`src/rtl/mul_pkg.sv`:
```
// Shared definitions for the multiplier family: FSM state encoding
// and sizing helpers for the iterative radix-4 Booth multiplier.
package mul_pkg;

    typedef enum logic [1:0] {
        IDLE,
        CALC,
        DONE
    } state_t;

    // One radix-4 digit per two multiplier bits, plus the top digit
    // that covers the two extension bits.
    function automatic int booth_digits(input int width);
        return width / 2 + 1;
    endfunction

    function automatic int cnt_width(input int width);
        return $clog2(width / 2 + 2);
    endfunction

endpackage

```
`src/rtl/booth_digit_sel.sv`:
```
// Radix-4 Booth digit recoder and partial-product selector.
// Ports: code (b_ext[2i+1:2i-1]), a_ext (extended multiplicand),
//        pp (one's-complemented when neg), neg (carry-in to complete -x).
module booth_digit_sel #(
    parameter int WIDTH = 16
) (
    input  logic [2:0]       code,
    input  logic [WIDTH+1:0] a_ext,
    output logic [WIDTH+2:0] pp,
    output logic             neg
);

    logic             one;
    logic             two;
    logic [WIDTH+2:0] mag;

    always_comb begin
        one = code[1] ^ code[0];
        two = (code == 3'b011) || (code == 3'b100);
        // 111 recodes to zero, so it must not invert.
        neg = code[2] & ~(code[1] & code[0]);
        mag = '0;
        if (one) begin
            mag = {a_ext[WIDTH+1], a_ext};
        end else if (two) begin
            mag = {a_ext, 1'b0};
        end
        pp = neg ? ~mag : mag;
    end

endmodule

```
`src/rtl/booth_mul_seq.sv`:
```
// Iterative radix-4 Booth multiplier, one digit per clock.
// Ports: clk, rst_n (async low), in_valid/in_ready + a, b, signed_mode,
//        out_valid/out_ready + prod (2*WIDTH bits, registered).
module booth_mul_seq
    import mul_pkg::*;
#(
    parameter int WIDTH = 16
) (
    input  logic                 clk,
    input  logic                 rst_n,
    input  logic                 in_valid,
    output logic                 in_ready,
    input  logic [WIDTH-1:0]     a,
    input  logic [WIDTH-1:0]     b,
    input  logic                 signed_mode,
    output logic                 out_valid,
    input  logic                 out_ready,
    output logic [2*WIDTH-1:0]   prod
);

    localparam int N  = booth_digits(WIDTH);
    localparam int CW = cnt_width(WIDTH);
    localparam logic [CW-1:0] LAST = CW'(N - 1);

    state_t           state;
    logic [WIDTH+1:0] a_ext;
    // Multiplier with the implicit b_ext[-1]=0 appended; bits [2:0]
    // are always the code of the current digit.
    logic [WIDTH+2:0] br;
    // Running sum (upper) and retired low bits of the shifting product.
    logic [WIDTH+2:0] hi;
    logic [WIDTH+1:0] lo;
    logic [CW-1:0]    cnt;

    logic [WIDTH+2:0] pp;
    logic             neg;
    logic [WIDTH+2:0] sum;
    logic [WIDTH+2:0] hi_nx;
    logic [WIDTH+1:0] lo_nx;
    logic [WIDTH+1:0] a_in;
    logic [WIDTH+1:0] b_in;

    booth_digit_sel #(
        .WIDTH(WIDTH)
    ) u_sel (
        .code  (br[2:0]),
        .a_ext (a_ext),
        .pp    (pp),
        .neg   (neg)
    );

    assign a_in = signed_mode ? {{2{a[WIDTH-1]}}, a} : {2'b00, a};
    assign b_in = signed_mode ? {{2{b[WIDTH-1]}}, b} : {2'b00, b};

    // The running sum is bounded below 2^(WIDTH+2) in magnitude, so
    // WIDTH+3 bits never overflow; the arithmetic shift keeps it exact.
    assign sum   = hi + pp + {{(WIDTH+2){1'b0}}, neg};
    assign hi_nx = {{2{sum[WIDTH+2]}}, sum[WIDTH+2:2]};
    assign lo_nx = {sum[1:0], lo[WIDTH+1:2]};

    always_ff @(posedge clk or negedge rst_n) begin
        if (!rst_n) begin
            state     <= IDLE;
            in_ready  <= 1'b1;
            out_valid <= 1'b0;
            prod      <= '0;
            a_ext     <= '0;
            br        <= '0;
            hi        <= '0;
            lo        <= '0;
            cnt       <= '0;
        end else begin
            unique case (state)
                IDLE: begin
                    if (in_valid) begin
                        a_ext    <= a_in;
                        br       <= {b_in, 1'b0};
                        hi       <= '0;
                        lo       <= '0;
                        cnt      <= '0;
                        in_ready <= 1'b0;
                        state    <= CALC;
                    end
                end
                CALC: begin
                    hi  <= hi_nx;
                    lo  <= lo_nx;
                    br  <= {2'b00, br[WIDTH+2:2]};
                    cnt <= cnt + 1'b1;
                    if (cnt == LAST) begin
                        // After N shifts the low WIDTH+2 bits sit in lo.
                        prod      <= {hi_nx[WIDTH-3:0], lo_nx};
                        out_valid <= 1'b1;
                        state     <= DONE;
                    end
                end
                DONE: begin
                    if (out_ready) begin
                        out_valid <= 1'b0;
                        in_ready  <= 1'b1;
                        state     <= IDLE;
                    end
                end
                default: begin
                    state     <= IDLE;
                    in_ready  <= 1'b1;
                    out_valid <= 1'b0;
                end
            endcase
        end
    end

endmodule
```
`config.mk`:
```
export PLATFORM = sky130hd
export DESIGN_NAME = booth_mul_seq
export DESIGN_NICKNAME = d
export VERILOG_FILES = /design/src/rtl/mul_pkg.sv /design/src/rtl/booth_digit_sel.sv /design/src/rtl/booth_mul_seq.sv
export SDC_FILE = /design/constraint.sdc
export NUM_CORES = 1
export LEC_CHECK = 0
export ABC_AREA = 1
export CAP_MARGIN = 20
export CORE_ASPECT_RATIO = 1.75
export CORE_MARGIN = 2
export CORE_UTILIZATION = 60
export CTS_CLUSTER_SIZE = 28
export DETAILED_ROUTE_END_ITERATION = 6
export PLACE_DENSITY = 0.85
export SYNTH_ARGS = -nofsm -noshare
export SYNTH_HDL_FRONTEND = slang
export SYNTH_SLANG_ARGS = --single-unit
```
`constraint.sdc`:
```
create_clock -name clk -period 5.6 [get_ports clk]
set_input_delay 1.68 -clock clk [delete_from_list [all_inputs] [get_ports clk]]
set_output_delay 1.68 -clock clk [all_outputs]
set_load 0.1 [all_outputs]
```
==> reports/qor.txt <==
Syn-to-layout area delta: 17.8%
# resized after CTS: 0
Synthesized Nets: 762
total length of routed wires: 14,000 um
most frequently used cell type in the post-synthesis netlist: nand2_1
required time at the endpoint of the critical path: 3920 ps
routability-driven placement congestion ratio: 0.925
hold-fix buffer count after cts: 0
top cells by area, synth: dfrtp_1 47%, nand2_1 17%, ha_1 4.9%
total congestion overflow after global routing: 0
CTS H-tree depth: 3
mux contribution to synthesized area: 0.177%
mean post-synth cell area: 8.05 um^2
number of I/O port buffers: 70
Crit. Startpoint: in_ready$_DFFE_PN1P_
kind of cell adding the most delay to the critical path: buffers and inverters
combined flip-flop and latch cell area: 2700 um^2
clock tree from TritonCTS: built
list of most frequent post-synthesis cells: 257 x nand2_1, 107 x dfrtp_1, 63 x inv_1
type of the setup path with the least slack: reg -> out
full die area: 10,200 um^2
Filler cells: 741
Tightest Pin Transition: 1020 ps
Reg clk slew, reported paths: 70 ps
placed wire-length estimate: 10,200 um
Fmax: 270 MHz
number of DRC markers in iteration 0: 259
proportion of register bits with asynchronous set or reset after synthesis: 100%
Vert. Die Dim: 132 um
startpoint type of the worst setup path: flip-flop
wire length of the first global-routing pass: 23,400 um
post-detailed-route DRC marker count: 0
WL per Instance: 15.8 um
worst-skew pair later-pin latency: 340 ps
worst hold path startpoint: prod[25]$_DFFE_PN0P_
status: completed
CTS buffer count: 9
Setup crit end kind: output pin
fraction of the mapped netlist area in simple logic gates: 25.2%
Final Max Tran Viols: 0
post-synthesis sequential element count: 108
number of cells produced by synthesis: 702
minimum clock period after layout: 3700 ps
Antenna Diode Count: 0
# nets final: 820
number of vias per cell after detailed routing: 5.47
GR Util All Layers: 29.1%
adder-cell area share of the yosys netlist: 5.22%
Setup violations, final: 0
via count of the first global-routing pass: 4,973
Boundary Pins: 71
max-cap violations: 0
Slew Limit Headroom: 31.7%
clk buf depth: 2
area share of xor/xnor cells in the synthesized design: 3.56%
dominant combinational cell family by area after synthesis: simple AND/OR/NAND/NOR gates
number of cell rows: 46
synth warn: 0
final cycle utilization of the critical path: 66.1%
placeable core region: 9090 um^2
worst hold path type: reg -> reg
accumulated negative setup slack: 0 ps
layout cells sized above 1: 4.31%
cell area after placement: 6390 um^2
cell at the root of the clock tree: clkbuf_16
Slowest cell on crit path: clkdlybuf4s50_1
Cell Count, Final, Fillers Out: 885
worst path cell trace: clkdlybuf4s50_1
placed cell count: 869
reg-to-reg startpoint: br[0]$_DFFE_PN0P_
Die Span X: 77.4 um
number of unique standard cell types used by synthesis: 37
total standard cell area after synthesis: 5650 um^2
maximum net fanout on the critical path: 2
antenna viol nets, final: 0
synthesized-area fraction occupied by ao, oa, aoi and oai cells: 11.3%
arrival time worst endpoint: 2020 ps
max incr delay on CP: 1140 ps
final hold violations: 0
first-pass iteration count of the detailed router: 6
worst path buffer plus inverter count: 1
number of enable-type register cells in the synthesized netlist: 0
cell type contributing the most total cell area after synthesis: dfrtp_1
total non-filler cell area in the finished layout: 6660 um^2
fraction of post-synthesis cell area in the top cell type by area: 47.4%
Starting Density: 62.2%
maximum clock skew at final layout: 7.03 ps
total vias in the final route: 4,841
leading register cell type out of synthesis: dfrtp_1
Seq/Total Area, Yosys: 47.8%
pin count of the biggest net entering global routing: 68
combined area of the multi-input logic cells: 2570 um^2
smallest hold slack: 481 ps
RSZ-0062 raised after global routing: false
setup bufs post-CTS: 0
initial antenna violation count: 0
Sink Count: 108
[final cells by class]
cell class,count,area share (%)
Clock buffer,11,3.49
Clock inverter,5,0.582
Inverter,67,3.81
Multi-Input combinational cell,503,38.7
Sequential cell,108,40.6
Tap cell,120,2.25
Timing Repair Buffer,71,10.6
[sequential cells by signal (all words and copies together) (netlist names)]
register,cells
out_valid,1
hi,17
a_ext,17
in_ready,1
br,18
prod,32
lo,16
state,2
cnt,4
[layout by cell type (no fill, tap or decap), types with 2 or more instances in the layout]
cell type        netlist  final
clkdlybuf4s50_1        0     69
nor2_4                 2      2
nand2_1              257    257
o21ai_0               26     26
a21o_1                 2      2
nand3_1               37     37
clkinvlp_4             0      3
o22ai_1               27     27
xnor2_1                3      3
buf_4                  3      2
o21bai_1               3      3
nand4_1                3      3
clkbuf_16              0      9
nor2_1                20     20
nand2_2                4      4
nand3b_1               7      7
o21ai_1               27     27
inv_2                  3      3
clkbuf_1               5      2
a21oi_1               28     28
inv_1                 63     63
xor2_1                20     20
ha_1                  22     22
dfrtp_1              107    107
nor4_1                 3      3
[path summary, 6_finish.rpt]
path	depth (start not counted)	to	slack, ps
setup / recovery	1	in_ready	1900
hold reg to reg	2	prod[25]$_DFFE_PN0P_	480
min in group asynchronous	1	cnt[2]$_DFFE_PN0P_	1430
max in group asynchronous	2	prod[26]$_DFFE_PN0P_	3090
hold / removal	2	prod[25]$_DFFE_PN0P_	480
setup reg to reg	12	hi[6]$_DFFE_PN0P_	2040
[metal layers]
metal,track usage (%),share of wire (%),vias up
met3,4.77,3.0,37
li1,-,-,2382
met1,32.7,38,2303
met4,14.0,4.2,0
met2,52.7,54,119
met5,0,0,-
[per-stage QoR]
stage	utilization [%]	setup slack [ps]
detailed placement	70.3	1710
global route	73.2	1610
global placement	70.3	1840
finish	73.2	1900
CTS	73.2	1880
floorplan	-	2950
[logic make-up (layout without fill, tap and decap cells)]
family          Yosys count  in the layout
compound gates          116            116
simple gates            340            340
xor+xnor                 23             23
flops                   108            108
fa+ha+maj                23             23
buf+inv                  91            154
mux                       1              1
Power is left out: the tool's default activity adds up to more than one toggle a clock period on the data nets, which glitch-free logic cannot reach.
